**config.mk**
```make
export PLATFORM = sky130hd
export DESIGN_NAME = regfile_sb
export DESIGN_NICKNAME = d
export VERILOG_FILES = /design/src/rtl/regfile_sb.sv
export SDC_FILE = /design/constraint.sdc
export NUM_CORES = 2
export LEC_CHECK = 0
export CORE_MARGIN = 8
export CORE_UTILIZATION = 50
export CTS_BUF_LIST = sky130_fd_sc_hd__clkbuf_16
export CTS_CLUSTER_SIZE = 12
export DETAILED_ROUTE_END_ITERATION = 6
export DONT_BUFFER_PORTS = 1
export SLEW_MARGIN = 20
export SYNTH_ARGS = -nofsm -noshare
export SYNTH_HDL_FRONTEND = slang
export SYNTH_SLANG_ARGS = --single-unit
```
**constraint.sdc**
```tcl
create_clock -name clock -period 4.7 [get_ports clock]
set_clock_uncertainty 0.1 [all_clocks]
set_input_delay 0.47 -clock clock [delete_from_list [all_inputs] [get_ports clock]]
set_output_delay 0.47 -clock clock [all_outputs]
set_load 0.02 [all_outputs]
```
**src/rtl/regfile_sb.sv**
```systemverilog
// rtl/regfile_sb.sv - register file with two registered read ports, write bypass and busy-bit scoreboard
// Register 0 can be hardwired to zero; pend_cnt tracks the number of pending (busy) registers.
module regfile_sb #(
    parameter int XLEN     = 32,
    parameter int AW       = 5,
    parameter int ZERO_REG = 1
) (
    input  logic            clock,
    input  logic            reset_n,
    input  logic            we,
    input  logic [AW-1:0]   waddr,
    input  logic [XLEN-1:0] wdata,
    input  logic            re1,
    input  logic            re2,
    input  logic [AW-1:0]   raddr1,
    input  logic [AW-1:0]   raddr2,
    output logic [XLEN-1:0] rdata1,
    output logic [XLEN-1:0] rdata2,
    output logic            busy1,
    output logic            busy2,
    input  logic            issue,
    input  logic [AW-1:0]   issue_addr,
    output logic [AW:0]     pend_cnt
);
    localparam int NREGS = 2 ** AW;
    localparam bit ZR    = (ZERO_REG != 0);

    logic [XLEN-1:0] regs [NREGS];
    logic [NREGS-1:0] busy;
    logic [NREGS-1:0] busy_nx;
    logic [XLEN-1:0] rd1_nx;
    logic [XLEN-1:0] rd2_nx;
    logic wr_ok;
    logic iss_ok;
    logic cnt_inc;
    logic cnt_dec;

    always_comb begin
        wr_ok   = we && !(ZR && waddr == '0);
        iss_ok  = issue && !(ZR && issue_addr == '0);
        // clear before set so a same-index issue keeps the register pending
        busy_nx = busy;
        if (we)
            busy_nx[waddr] = 1'b0;
        if (iss_ok)
            busy_nx[issue_addr] = 1'b1;
        cnt_inc = iss_ok && !busy[issue_addr];
        cnt_dec = we && busy[waddr] && !(iss_ok && issue_addr == waddr);

        if (ZR && raddr1 == '0)
            rd1_nx = '0;
        else if (wr_ok && waddr == raddr1)
            rd1_nx = wdata;
        else
            rd1_nx = regs[raddr1];

        if (ZR && raddr2 == '0)
            rd2_nx = '0;
        else if (wr_ok && waddr == raddr2)
            rd2_nx = wdata;
        else
            rd2_nx = regs[raddr2];
    end

    always_ff @(posedge clock or negedge reset_n) begin
        if (!reset_n) begin
            for (int i = 0; i < NREGS; i++)
                regs[i] <= '0;
            busy     <= '0;
            rdata1   <= '0;
            rdata2   <= '0;
            busy1    <= 1'b0;
            busy2    <= 1'b0;
            pend_cnt <= '0;
        end else begin
            if (wr_ok)
                regs[waddr] <= wdata;
            busy <= busy_nx;
            if (re1) begin
                rdata1 <= rd1_nx;
                busy1  <= busy_nx[raddr1];
            end
            if (re2) begin
                rdata2 <= rd2_nx;
                busy2  <= busy_nx[raddr2];
            end
            if (cnt_inc && !cnt_dec)
                pend_cnt <= pend_cnt + 1'b1;
            else if (cnt_dec && !cnt_inc)
                pend_cnt <= pend_cnt - 1'b1;
        end
    end
endmodule

```
## Word level (Yosys, flattened, before mapping)

Index checks and enable logic that the tools add are counted.

- Register bits: 1128
- Bits of input ports: 58
- Output and inout bits: 72
- Logic and storage cells: 112

- Add/subtract/negate cells: 2
- Magnitude comparators: 10
- Eq/ne operators: 3
- Muxes and demuxes: 29
- Bitwise operators: 6
- Reduce and logical (&&, ||, !) cells: 24

Operator list:

| kind | number |
|---|---|
| 1024-bit bitwise mux | 1 |
| 32-bit two-way mux | 11 |
| 32-bit binary-select mux with 5-bit select | 2 |
| 32-bit demux with 5-bit select | 1 |
| 32-bit AND | 1 |
| 32-bit inverter | 1 |
| 32-bit OR | 1 |
| 5-bit by 6-bit less-than comparator with 1-bit output (second input constant) | 4 |
| 1-bit binary-select mux with 5-bit select | 4 |
| 5-bit zero test | 4 |
| 6-bit greater-or-equal comparator (second input constant) | 3 |
| 5-bit inverter with 6-bit output | 3 |
| 5-bit equality test | 3 |
| 1-bit logical AND | 13 |
| 6-bit two-way mux | 2 |
| 1-bit demux with 5-bit select | 2 |
| 5-bit by 1-bit greater-or-equal comparator with 1-bit output (second input constant) | 2 |
| 6-bit by 1-bit adder with 6-bit output (second input constant) | 1 |
| 1-bit zero test | 6 |
| 6-bit by 1-bit less-than comparator with 1-bit output (second input constant) | 1 |
| 1-bit two-way mux | 6 |
| 6-bit by 1-bit subtractor with 6-bit output (second input constant) | 1 |
| 2-bit nonzero test | 1 |

## Longest topological paths before layout

- Word-level depth: 11
- Depth in mapped cells: 16
- Mapped depth without buffers: 14

## Worst setup path after synthesis

No wires, ideal clock.

- Path type: input to register
- From: input port waddr[0]
- To: register pend_cnt[5]
- Library setup time: 130 ps
- Data arrival time: 3774 ps
- Required time: 4470 ps
- Setup slack: 696 ps
- Stages on the path: 16
- Buffers on the path: 2
- Cells stage by stage: buf_2 buf_2 mux4_2 mux4_2 mux2_2 o311ai_0 ha_1 inv_1 ha_1 a21o_1 a21oi_1 o21bai_1 a21oi_1 xnor2_1 nor2_1 xor2_1

- Longest elaborated chain between the ends: 7
- Elaborated cells on any way between the ends: 12
- Those cells by class: 1 x eq/ne; 3 x mux; 8 x reduce/logical

Ends and longest elaborated chain:

| item | RTL line | text |
|---|---|---|
| start, declared | 11 | `input logic [AW-1:0] waddr,` |
| 1-bit binary-select mux with 5-bit select or 5-bit equality test (tied branches) | 48 | `cnt_dec = we && busy[waddr] && !(iss_ok && issue_addr == waddr);` |
| 1-bit two-way mux (implied by the code) or 1-bit logical AND (tied branches) | 48 |  |
| 1-bit logical AND or 1-bit zero test (tied branches) | 48 |  |
| 1-bit logical AND (*) | 48 |  |
| 1-bit zero test | 87 | `if (cnt_inc && !cnt_dec)` |
| 1-bit logical AND | 87 |  |
| 6-bit two-way mux or 2-bit nonzero test (tied branches) | -- |  |
| end signal, assigned | 88 | `pend_cnt <= pend_cnt + 1'b1;` |
| end signal, assigned | 90 | `pend_cnt <= pend_cnt - 1'b1;` |
| end, declared | 23 | `output logic [AW:0] pend_cnt` |

Every way passes the cells marked *; elsewhere a longest branch is shown, timed or not. The select of a mux whose other input is x is not followed.
A chain may end at the register's enable or synchronous reset.

## Worst setup path after layout

- From: input port raddr2[0]
- To: register rdata2[21]

- Longest elaborated chain between the ends: 6
- Elaborated cells on any way between the ends: 9
- Those cells by class: 1 x eq/ne; 5 x mux; 1 x bitwise; 2 x reduce/logical

Ends and longest elaborated chain:

| item | RTL line | text |
|---|---|---|
| start, declared | 16 | `input logic [AW-1:0] raddr2,` |
| 5-bit inverter with 6-bit output (implied by the code) | 62 | `rd2_nx = regs[raddr2];` |
| 32-bit binary-select mux with 5-bit select | 62 |  |
| 32-bit two-way mux (implied by the code) (2 in series) | 62 |  |
| 32-bit two-way mux | 59 | `else if (wr_ok && waddr == raddr2)` |
| 32-bit two-way mux (*) | 57 | `if (ZR && raddr2 == '0)` |
| end signal, assigned | 84 | `rdata2 <= rd2_nx;` |
| end, declared | 18 | `output logic [XLEN-1:0] rdata2,` |

Marks and branches as above.

==> metrics.txt <==
status complete, but fails checks; failing checks max-slew violations; worst ir drop on vdd 0.000322 V; detailed-route DRC error count 0; Achievable Freq 238 MHz; xor/xnor cell area share of the yosys netlist 0.305%; area fraction in and, or, nand and nor cells after synthesis 3.05%; number of port buffers 0; data required time at the worst endpoint 5.20 ns; total die area 132000 um^2; slowest cell on the critical path sky130_fd_sc_hd__mux4_2; final non-filler cell total 5844; number of pins exceeding their max-slew limit in the final report 289; commonest cells in the netlist 1128 x sky130_fd_sc_hd__dfrtp_1, 934 x sky130_fd_sc_hd__mux2_2, 473 x sky130_fd_sc_hd__mux4_2; CTS Buf Count 121; P_leak 28.5 nW; fraction of registers with async set or reset after synthesis 100%; RSZ-0062 raised after global routing false; total of hold buffers inserted after clock tree synthesis 97; beginning of the worst hold path issue_addr[0]; largest family of logic cells by synthesized area multiplexers; cell breakdown of the critical path mux4_2 > mux4_2 > a211oi_1 > o2bb2ai_1; Std-Cell Rows 127; antenna violations before repair 4; launching point of the worst reg2reg path busy[9]; worst setup slack after layout 0.503 ns; endpoint of the worst register-to-register path pend_cnt[5]; hold_ws 0.0616 ns; number of different library cells in the post-synthesis netlist 71; number of gates resized after CTS 0; proportion of netlist area held by the largest area contributor 46.7%; crit path DAT 4.69 ns; CP peak stage delay 1.54 ns; clk sinks 1128; hold depth 3; IO Count 130; vias per cell 6.75; Synth Area in Adders 0.137%; total number of nets in the final design 4188; Net Count, Synth 4380; classification of the worst setup path in -> reg; Die Span X 364 um; Placement Setup Slack 0.879 ns; Max Buffers Root-to-Sink 3; clock tree from TritonCTS built; register area share after synthesis 46.7%; post-CTS clock slew at the launch and capture registers of the worst setup and hold paths 0.06 ns; worst reg-to-reg setup slack 0.99 ns; synthesized area 60400 um^2; number of cells on the worst reg-to-reg path 14; Period Utilization, post-route 89.3%; critical path capture point type flip-flop; top_reg_cell synth sky130_fd_sc_hd__dfrtp_1; vias in the first global route 39.7k; cells taking the most area after synthesis sky130_fd_sc_hd__dfrtp_1 47%, sky130_fd_sc_hd__mux4_2 18%, sky130_fd_sc_hd__mux2_2 17%; Chip Height 364 um; mean routed wirelength per cell 32.0 um; filler cell count in the final layout 9868; setup violators final 0; Hold/Removal Path Class in -> reg; fraction of layout cells with a size suffix above 1 40.6%; final worst path period need 4.20 ns; slew at the pin closest to its max-slew limit 2.97 ns; overall routed net length 187000 um; Starting Density 50.4%; remaining global-route overflow 0; first-pass GRT wire length 277000 um; total number of yosys warnings 0; Yosys top cell by area sky130_fd_sc_hd__dfrtp_1; setup fix buffers added after clock tree synthesis 0; worst relative slew slack -98.0%; clock tree root driver cell sky130_fd_sc_hd__clkbuf_16; number of cells in the design after placement 5515; Hold Path Sink busy[23]; fraction of the mapped netlist area in compound gates 6.58%; register bit count reported by yosys 1128; startpoint kind of the worst setup timing path input pin; drt first-iter violations 4119; Post-Synthesis Cells 4316; most frequent cell after synthesis sky130_fd_sc_hd__dfrtp_1; total negative slack for setup checks 0 ns; total power per unit cell area 416 nW/um^2; area growth from synthesis to layout 9.50%; GRT Overall Usage 28.2%; Post-Synthesis Mean Instance Area 14.0 um^2; number of max-cap violations 0; portion of netlist area occupied by mux cells 39.4%; detailed-router iteration count before antenna repair 6; residual antenna-violating net count after detailed routing 0; detailed-route via count 39.4k; placeable core region 120000 um^2; Max Fanout on Critical Path 334; Skew-Pair Late Insertion Delay 0.75 ns; CP dominant cell by count sky130_fd_sc_hd__mux4_2; largest net degree at the start of global routing 335; Fin. Hold Viols 0; placer congestion estimate 0.842; Post-synth EDFFs 0; number of H-tree branching levels 3; dpl hpwl 96500 um
==> report_power, final <==
part,switching [W],internal [W]
logic,0.00201,0.00342
clock network,0.00404,0.00492
registers,0.00157,0.0116
==> state kept, by name, summed over array words and instances, names as in the netlist <==
signal    flops
busy2         1
rdata1       32
busy         32
pend_cnt      6
regs       1024
busy1         1
rdata2       32
==> placed cells by master (no fill, tap or decap), types with 12 or more instances in the layout <==
cell                            synthesis  routed
sky130_fd_sc_hd__dfrtp_1             1128    1128
sky130_fd_sc_hd__a221oi_1             163     163
sky130_fd_sc_hd__o211a_1               32      32
sky130_fd_sc_hd__dlygate4sd3_1          0      62
sky130_fd_sc_hd__o21ai_1               13      13
sky130_fd_sc_hd__buf_12                 0      27
sky130_fd_sc_hd__o21ai_0               77      77
sky130_fd_sc_hd__mux2_2               934     934
sky130_fd_sc_hd__nand2_1              264     251
sky130_fd_sc_hd__buf_4                 35      51
sky130_fd_sc_hd__clkinv_2               0      24
sky130_fd_sc_hd__buf_16                 0      12
sky130_fd_sc_hd__o22ai_1               32      32
sky130_fd_sc_hd__clkinv_1               2      44
sky130_fd_sc_hd__nor2_4                 0      20
sky130_fd_sc_hd__mux4_2               473     473
sky130_fd_sc_hd__clkbuf_16              0     127
sky130_fd_sc_hd__xnor2_1               12      12
sky130_fd_sc_hd__a211oi_1              35      35
sky130_fd_sc_hd__o21bai_1              33      33
sky130_fd_sc_hd__a22oi_1               34      34
sky130_fd_sc_hd__nor2_1               108      88
sky130_fd_sc_hd__a21oi_1               42      41
sky130_fd_sc_hd__mux2i_1              262     262
sky130_fd_sc_hd__nand2_2                0      13
sky130_fd_sc_hd__o2bb2ai_1             38      38
sky130_fd_sc_hd__inv_1                 51      79
==> per-stage QoR <==
stage / total power, W / util [%] / cell area (um^2)
CTS: 0.0276 / 55.2 / 66200
global placement: 0.0180 / 51.0 / 61100
floorplan: 0.0173 / - / 60400
global route: 0.0287 / 55.2 / 66100
detailed placement: 0.0184 / 51.1 / 61300
finish: 0.0275 / 55.2 / 66100
==> critical path: cells and delay by family <==
family,cells,cell delay (ns)
AO/OA/AOI/OAI,2,0.79
multiplexers,2,2.04
==> cells by family (layout without fill, tap and decap cells) <==
| kind of cell | Yosys count | in the layout |
|---|---|---|
| xor+xnor | 21 | 21 |
| mux | 1669 | 1669 |
| compound gates | 530 | 530 |
| other cells | 0 | 4 |
| simple gates | 430 | 430 |
| flops | 1128 | 1128 |
| buf+inv | 532 | 444 |
| fa+ha+maj | 6 | 6 |
==> metal layers <==
| metal | global-route usage (%) | share of wire, % |
|---|---|---|
| met2 | 42.0 | 45 |
| met3 | 5.70 | 8.3 |
| met4 | 8.69 | 3.0 |
| met1 | 41.9 | 44 |
| met5 | 0 | 0 |
==> cell type report <==
cell class              instances  area [um^2]  share of cell area (%)
multi-input cells            2656        30100                    45.5
clock buffers                 127         3180                    4.81
clock inverters               100          467                   0.706
flip-flops and latches       1128        28200                    42.7
repair buffers                163         1930                    2.92
diodes                          4         10.0                  0.0151
well taps                    1612         2020                    3.05
inverters                      54          204                   0.308
==> worst max path at each step <==
stage / startpoint / end / slack [ns] / cells past startpoint
floorplan: waddr[0] / pend_cnt[5] / 0.70 / 16
global placement: waddr[0] / pend_cnt[5] / 0.85 / 14
detailed placement: waddr[0] / pend_cnt[5] / 0.88 / 14
CTS: reset_n / regs[41] / 0.92 / 6
global route: busy[31] / pend_cnt[5] / 0.85 / 14
finish: raddr2[0] / rdata2[21] / 0.50 / 4
(Power assumes the default switching activity.)
